[config.mk]
export PLATFORM = sky130hd
export DESIGN_NAME = cnn_layer_sequencer
export DESIGN_NICKNAME = d
export VERILOG_FILES = /design/src/rtl/cnn_layer_sequencer.sv
export SDC_FILE = /design/constraint.sdc
export NUM_CORES = 1
export LEC_CHECK = 0
export BUFFER_PORTS_ARGS = -buffer_cell sky130_fd_sc_hd__buf_4
export CAP_MARGIN = 25
export CORE_MARGIN = 2
export CORE_UTILIZATION = 53
export CTS_CLUSTER_DIAMETER = 80
export DETAILED_ROUTE_END_ITERATION = 6
export HOLD_SLACK_MARGIN = 0.12
export PLACE_DENSITY = 0.83
export SLEW_MARGIN = 10
export SYNTH_ARGS = -nofsm -noshare
export SYNTH_HDL_FRONTEND = slang
export SYNTH_SLANG_ARGS = --single-unit
export TNS_END_PERCENT = 20
[constraint.sdc]
create_clock -name clk -period 17.1 [get_ports clk]
set_clock_uncertainty 0.1 [all_clocks]
set_input_delay 3.42 -clock clk [delete_from_list [all_inputs] [get_ports clk]]
set_output_delay 3.42 -clock clk [all_outputs]
set_load 0.02 [all_outputs]
[src/rtl/cnn_layer_sequencer.sv]
// cnn_layer_sequencer
// Runs a programmed list of layer descriptors in order. Each layer starts one
// engine (conv/pool/fc) and waits for that engine's completion pulse before the
// next layer is issued. A watchdog, an abort input and an error code cover
// sequences that cannot finish normally.
//
// Ports
//   clk, rst            rising-edge clock, synchronous active-high reset
//   cfg_we/addr/engine/word  descriptor table write (accepted only when idle)
//   num_layers, start   layer count and sequence launch (accepted only when idle)
//   abort               cancels an issuing/waiting sequence, no done pulse
//   eng_valid_in        one-hot, single-cycle start pulse to the selected engine
//   eng_cfg             config word of the current layer while busy, else 0
//   eng_valid_out       per-engine completion pulses
//   busy, done          sequence active / one-cycle end-of-sequence pulse
//   err_code            0 ok, 1 bad num_layers, 2 bad engine, 3 timeout
//   layer_idx           layer currently issued or awaited
module cnn_layer_sequencer #(
  parameter int NUM_ENGINES    = 3,
  parameter int MAX_LAYERS     = 8,
  parameter int CFG_WIDTH      = 64,
  parameter int TIMEOUT_CYCLES = 4096,
  localparam int AW = (MAX_LAYERS > 1) ? $clog2(MAX_LAYERS) : 1,
  localparam int EW = (NUM_ENGINES > 1) ? $clog2(NUM_ENGINES) : 1,
  localparam int TW = (TIMEOUT_CYCLES > 0) ? $clog2(TIMEOUT_CYCLES + 1) : 1
) (
  input  logic                   clk,
  input  logic                   rst,
  input  logic                   cfg_we,
  input  logic [AW-1:0]          cfg_addr,
  input  logic [EW-1:0]          cfg_engine,
  input  logic [CFG_WIDTH-1:0]   cfg_word,
  input  logic [AW:0]            num_layers,
  input  logic                   start,
  input  logic                   abort,
  output logic [NUM_ENGINES-1:0] eng_valid_in,
  output logic [CFG_WIDTH-1:0]   eng_cfg,
  input  logic [NUM_ENGINES-1:0] eng_valid_out,
  output logic                   busy,
  output logic                   done,
  output logic [1:0]             err_code,
  output logic [AW-1:0]          layer_idx
);

  typedef enum logic [1:0] {ST_IDLE, ST_ISSUE, ST_WAIT, ST_DONE} state_e;

  localparam logic [1:0]    ERR_NONE = 2'd0;
  localparam logic [1:0]    ERR_NUM  = 2'd1;
  localparam logic [1:0]    ERR_ENG  = 2'd2;
  localparam logic [1:0]    ERR_TMO  = 2'd3;
  localparam logic [AW-1:0] IDX_ONE  = AW'(1);
  localparam logic [AW:0]   NUM_ONE  = (AW+1)'(1);
  localparam logic [TW-1:0] WD_ONE   = TW'(1);
  // Last watchdog value seen before the timeout fires (counter starts at 0
  // on the first WAIT cycle).
  localparam logic [TW-1:0] WD_LAST  = TW'((TIMEOUT_CYCLES > 0) ? TIMEOUT_CYCLES - 1 : 0);

  state_e               state_q, state_d;
  logic [AW-1:0]        layer_idx_q, layer_idx_d;
  logic [AW:0]          num_q, num_d;
  logic [1:0]           err_q, err_d;
  logic [TW-1:0]        wdog_q, wdog_d;

  logic [EW-1:0]        tbl_eng_q  [MAX_LAYERS];
  logic [CFG_WIDTH-1:0] tbl_word_q [MAX_LAYERS];
  logic                 tbl_we;

  logic [EW-1:0]          cur_eng;
  logic [CFG_WIDTH-1:0]   cur_word;
  logic [NUM_ENGINES-1:0] sel_oh;
  logic                   eng_ok, eng_hit, last_layer, num_ok;

  // Table is write-protected outside IDLE so the running layer's descriptor
  // (and therefore eng_cfg) cannot change under a busy engine.
  assign tbl_we = (state_q == ST_IDLE) && cfg_we && (int'(cfg_addr) < MAX_LAYERS);

  always_ff @(posedge clk) begin
    if (rst) begin
      for (int i = 0; i < MAX_LAYERS; i++) begin
        tbl_eng_q[i]  <= '0;
        tbl_word_q[i] <= '0;
      end
    end else if (tbl_we) begin
      tbl_eng_q[cfg_addr]  <= cfg_engine;
      tbl_word_q[cfg_addr] <= cfg_word;
    end
  end

  assign cur_eng  = tbl_eng_q[layer_idx_q];
  assign cur_word = tbl_word_q[layer_idx_q];

  // An out-of-range engine index decodes to an all-zero select, which doubles
  // as the bad-engine detector.
  always_comb begin
    sel_oh = '0;
    for (int e = 0; e < NUM_ENGINES; e++)
      if (cur_eng == EW'(e)) sel_oh[e] = 1'b1;
  end

  assign eng_ok     = |sel_oh;
  assign eng_hit    = |(sel_oh & eng_valid_out);
  assign last_layer = ({1'b0, layer_idx_q} + NUM_ONE) == num_q;
  assign num_ok     = (num_layers != '0) && (int'(num_layers) <= MAX_LAYERS);

  always_comb begin
    state_d     = state_q;
    layer_idx_d = layer_idx_q;
    num_d       = num_q;
    err_d       = err_q;
    wdog_d      = wdog_q;
    case (state_q)
      ST_IDLE: begin
        if (start) begin
          err_d       = ERR_NONE;
          num_d       = num_layers;
          layer_idx_d = '0;
          if (num_ok) begin
            state_d = ST_ISSUE;
          end else begin
            err_d   = ERR_NUM;
            state_d = ST_DONE;
          end
        end
      end
      ST_ISSUE: begin
        if (abort) begin
          state_d = ST_IDLE;
        end else if (!eng_ok) begin
          err_d   = ERR_ENG;
          state_d = ST_DONE;
        end else begin
          wdog_d  = '0;
          state_d = ST_WAIT;
        end
      end
      ST_WAIT: begin
        // abort > completion > timeout
        if (abort) begin
          state_d = ST_IDLE;
        end else if (eng_hit) begin
          if (last_layer) begin
            state_d = ST_DONE;
          end else begin
            layer_idx_d = layer_idx_q + IDX_ONE;
            state_d     = ST_ISSUE;
          end
        end else if (TIMEOUT_CYCLES != 0) begin
          if (wdog_q == WD_LAST) begin
            err_d   = ERR_TMO;
            state_d = ST_DONE;
          end else begin
            wdog_d = wdog_q + WD_ONE;
          end
        end
      end
      ST_DONE: state_d = ST_IDLE;
      default: state_d = ST_IDLE;
    endcase
  end

  always_ff @(posedge clk) begin
    if (rst) begin
      state_q     <= ST_IDLE;
      layer_idx_q <= '0;
      num_q       <= '0;
      err_q       <= ERR_NONE;
      wdog_q      <= '0;
    end else begin
      state_q     <= state_d;
      layer_idx_q <= layer_idx_d;
      num_q       <= num_d;
      err_q       <= err_d;
      wdog_q      <= wdog_d;
    end
  end

  assign busy         = (state_q == ST_ISSUE) || (state_q == ST_WAIT);
  assign done         = (state_q == ST_DONE);
  // abort in the ISSUE cycle must not launch the engine.
  assign eng_valid_in = ((state_q == ST_ISSUE) && !abort) ? sel_oh : '0;
  assign eng_cfg      = busy ? cur_word : '0;
  assign err_code     = err_q;
  assign layer_idx    = layer_idx_q;

endmodule

== After elaboration in Yosys (flattened, before gate mapping) ==
Memories as Yosys holds them, arrays and structs flattened. A register that Yosys moved wholly into a read port is not among the register bits.
Index checks and enable logic that the tools add are counted.
Storage, ports and cells
  logic and storage cells: 97
  input bits: 81
  output and inout port bits: 74
  register bits after elaboration: 24
  latch bits: 0
  memories kept: 2
  memory bits (read-only): 0
  RAM bits: 528
Memory list
  tbl_word_q: words 8, width 64, read ports 1, clocked after Yosys merged registers in 1, write ports 8, RTL line 65  | logic [CFG_WIDTH-1:0] tbl_word_q [MAX_LAYERS];
  tbl_eng_q: words 8, width 2, read ports 1, clocked after Yosys merged registers in 1, write ports 8, RTL line 64  | logic [EW-1:0] tbl_eng_q [MAX_LAYERS];
Operators by class
  divide/modulo/power cells: 0
  bitwise gates (word level): 1
  $add $sub $neg: 3
  order comparisons: 1
  reductions and logical operators: 20
  muxes and demuxes: 47
  $mul: 0
  equality and inequality tests: 18
  shift-type cells: 0
Operator list (count)
  2-to-1 mux 64 bit: 2
  2-to-1 mux 13 bit: 5
  OR reduction 64 bit: 1
  2-to-1 mux 3 bit: 11
  2-to-1 mux 2 bit: 13
  case mux 13 bit (2 select lines): 1
  inequality test 2 bit, second input constant: 10
  adder 13 x 1 -> 13 bit, second input constant: 1
  equality test 13 x 12 -> 1 bit, second input constant: 1
  2-to-1 mux 1 bit: 12
  case mux 2 bit (4 select lines): 1
  AND reduction 7 bit: 1
  equality test 2 bit, second input constant: 3
  case mux 2 bit (3 select lines): 1
  case mux 3 bit (2 select lines): 1
  AND reduction 6 bit: 1
  OR reduction 3 bit: 2
  AND reduction 5 bit: 1
  adder 3 x 1 -> 4 bit, second input constant: 1
  equality test 2 x 1 -> 1 bit, second input constant: 2
  equality test 4 bit: 1
  <= comparator 4 bit, second input constant: 1
  logical NOT 2 bit: 2
  inequality test 4 bit, second input constant: 1
  other kinds (10): 14

== Logic depth before layout (Yosys ltp) ==
  depth after elaboration: 9
  depth in mapped cells: 9
  gate-level depth less buffers: 9

== Worst setup path before layout ==
No wires, ideal clock.
  kind: input-to-reg
  start: input rst
  end: memory tbl_eng_q[3][0] (netlist bit) (enable)
  library setup time: 581 ps
  arrival time: 8471 ps
  setup slack: 7948 ps
  data required time: 16419 ps
  buffers on the path: 0
  stages: 3
  cell sequence: clkinv_1 nand4_1 o21ai_0
RTL lines
  start: declaration: RTL line 28  | input logic rst,
  end: declaration: RTL line 64

== Worst setup path after layout ==
  start: input abort
  end: output eng_valid_in[1]
Between the ends
  longest elaborated chain between the ends: 3
RTL lines
  start: declaration: RTL line 35  | input logic abort,
  logical NOT 1 bit: RTL line 180  | assign eng_valid_in = ((state_q == ST_ISSUE) && !abort) ? sel_oh : '0;
  logical AND 1 bit: RTL line 180
  2-to-1 mux 3 bit: RTL line 180
  end: declaration: RTL line 36  | output logic [NUM_ENGINES-1:0] eng_valid_in,
No other way between the ends.

==> results.txt <==
Before antenna repair, the detailed router went through 5 iterations. By area the synthesized netlist is led by edfxtp_1 (63%), and2_1 (13%), mux4_2 (12%). The maximum clock insertion buffer count is 3. Once layout is complete, the utilization of the core stands at 62.0%. The number of max-slew violations in the final report came out at 0. Dividing total power by cell area gives a power density of 115 mW/mm2.

Of all nets on the critical path, the largest fanout is 7. The analysis attributes to cell leakage a power of 0.0104 uW. The worst setup slack after placement came out at 9.47 ns. Synthesis produced 1628 cells. The horizontal extent of the die is 222 um. The residual DRC count came out at 0. For the final routed database, the setup TNS stands at 0 ns. The congestion estimate from routability-driven global placement came to 0.815. At the worst endpoint, the required time is 13.58 ns. Counting instances, the worst hold path has a depth of 2.

In the final design database the tool counted 1847 nets. The post-CTS repair timing setup buffer count came out at 0. The nature of the critical path endpoint is an output port. The number of rows created at floorplan is 79. The starting utilization of the core area came out at 54.0%. TritonCTS built the clock tree. The post-synthesis cell type with the largest combined area is edfxtp_1. The area of the mapped netlist is 0.0252 mm2.

The number of hold violations in the final report is 0. The number of flops mapped to enable cells by yosys came out at 528. The worst register-to-register path has a depth of 8. Leaving out fill and tap cells, the most frequent cell in the layout is and2_1.

The post-detailed-placement half-perimeter wirelength came out at 31200 um. The total nets after synthesis came out at 1716. The post-cts repair resize count came out at 0. In the layout the commonest cells are and2_1 (530), edfxtp_1 (528), buf_4 (181). Setup violations remaining at the end of the flow were counted as 0.

The routed wire length came out at 57400 um. The worst setup path is launched from an input port. The critical path is of the input port to output port type. The root buffer cell chosen for the clock tree is clkbuf_16. Yosys printed 0 warnings.

The DRC marker count from the first detailed-route iteration came out at 1522. Across the VDD grid, the largest voltage drop is 0.0000755 V. The share of the clock period used by the worst path came out at 44.7%. Max-cap violations in this run came to 0. The worst slew margin relative to its limit came out at 29.0%. In the synthesized netlist the dominant register cell turns out to be edfxtp_1. The design draws 3350 uW. The height of the die came out at 222 um. The first-pass GRT wire length is 87700 um. The post-detailed-route wirelength per cell came out at 23.8 um. The number of buffers inserted during clock tree synthesis is 55. The sequential share of the synthesized area is 65.0%. The via count of the first global-routing pass was 14601. The pin slew with the least headroom to its limit is 1.06 ns.

The portion of synthesized cell area occupied by the leading cell type is 62.8%. The die area is 0.0494 mm2. Of all flip-flops after synthesis, the portion carrying an async set or reset was 0%. Entering global routing, the biggest net connects 68 pins. The initial antenna violation count came out at 4. Clock-pin slew was measured on the worst setup and hold paths at 0.06 ns. The placeable core region came out at 0.0468 mm2. The fraction of layout instances using a drive strength above 1 came out at 23.2%. The worst-case setup margin in the final layout is 9.46 ns. Clock latency on the worst-skew pair, taken at its later pin, is 0.61 ns. The maximum level of the CTS H-tree is 2. The count of pins on the block boundary came out at 155. The data arrival time of the critical path came out at 4.12 ns.

The sum of overflow across all layers after global routing is 0. The run finished with clean final reports. The highest attainable clock frequency is 131 MHz. The hold buffer count at cts is 0.

The post-layout instance count excluding filler cells came out at 2413. The final period demand of the worst path came out at 7.64 ns. The number of nets with antenna violations after detailed routing came out at 0. The number of distinct standard cells referenced by the synthesized netlist came out at 50. The average vias per placed instance came out at 5.87.

The post-synthesis register bit count is 555. The type of the worst min-delay path is register to register. The mean area per synthesized cell is 15.5 um2.

The total global routing track utilization is 23.6%. The vias after detailed routing is 14171. The area growth from synthesis to layout came out at 14.8%. The number of clock sinks is 555.

The number of I/O port buffers came out at 154. The number of placed instances, taps included is 2308. The filler cells instantiated in the layout total 3300.

Setup repair after global routing left no endpoint under its margin.
==> stage by stage <==
stage          area (um2)  hold WS [ns]
2_1_floorplan       25200         0.345
3_3_place_gp        27100         0.363
3_5_place_dp        27100         0.378
4_1_cts             28900         0.389
5_1_grt             29000         0.405
6_report            29000         0.390
==> synthesized netlist by cell type, types with 2 or more instances <==
cell and instances:
a211oi_1 2, a21oi_1 9, a311o_1 2, a31o_2 2, and2_1 530, and3_1 4
buf_1 29, buf_2 2, clkbuf_1 76, dfxtp_1 27, edfxtp_1 528, ha_1 7
inv_1 5, mux2i_1 69, mux4_2 132, nand2_1 17, nand2b_1 4, nand3_1 14
nand4_1 9, nor2_1 29, nor2b_1 67, nor3_1 6, nor4_1 3, o21ai_0 12
o31a_1 2, o31ai_1 2, or2_2 2, or3_1 3, xnor2_1 3, xor2_1 11
==> routing by layer <==
metal  vias to the layer above  track usage, %  wire [um]
met5                         -               0         39
met4                         6            6.73       1080
met3                        83            3.80       3850
met2                       573            39.6      28800
met1                      7254            32.1      23600
li1                       6255               -          -
==> registers in the layout, summed over array words and instances, names as in the netlist, named ones only <==
register / cells
tbl_eng_q: 16
tbl_word_q: 512
err_code: 2
layer_idx: 3
wdog_q: 13
num_q: 4
state_q: 2
==> cell type report <==
type	instances	area, um2	share of cell area (%)
antenna	1	2.50	0.00864
inverter	6	22.5	0.0777
clock inverter	39	417	1.44
timing repair buffer	182	1390	4.78
clock buffer	64	1450	5.01
sequential	555	16400	56.6
multi-input combinational	959	8530	29.4
tap	607	759	2.62
==> power by group <==
group	leakage, uW	internal, uW	switching (uW)
Clock	0.000901	741	511
Combinational	0.00380	205	296
Sequential	0.00568	1570	25.3
Total	0.0104	2510	832
==> cells by family (layout without fill, tap and decap cells) <==
logic type               Yosys count  after routing  synth area share (%)
AO/OA/AOI/OAI                     41             41                  1.09
XOR/XNOR                          14             14                 0.486
adder cells (fa/ha/maj)            7              7                 0.347
buffers and inverters            114            291                  1.74
flip-flops                       555            555                  65.0
multiplexers                     203            203                  14.7
other                              0              1                     0
AND/OR/NAND/NOR                  694            694                  16.7
==> path summary, 6_finish.rpt <==
| kind | startpoint | endpoint | slack, ns |
|---|---|---|---|
| worst min-delay path | num_q[2] | num_q[2] | 0.39 |
| worst min register to register | num_q[2] | num_q[2] | 0.39 |
| worst max register to register | register | wdog_q[10] | 12.82 |
| worst max-delay path | abort | eng_valid_in[1] | 9.46 |
==> worst max-delay path, stage by stage <==
cell and delay, ns:
buf_4 0.14, nor2_1 0.18, nand2_1 0.09, nor2_1 0.12
buf_4 0.16
No activity file was read; power rests on OpenSTA's default activity.
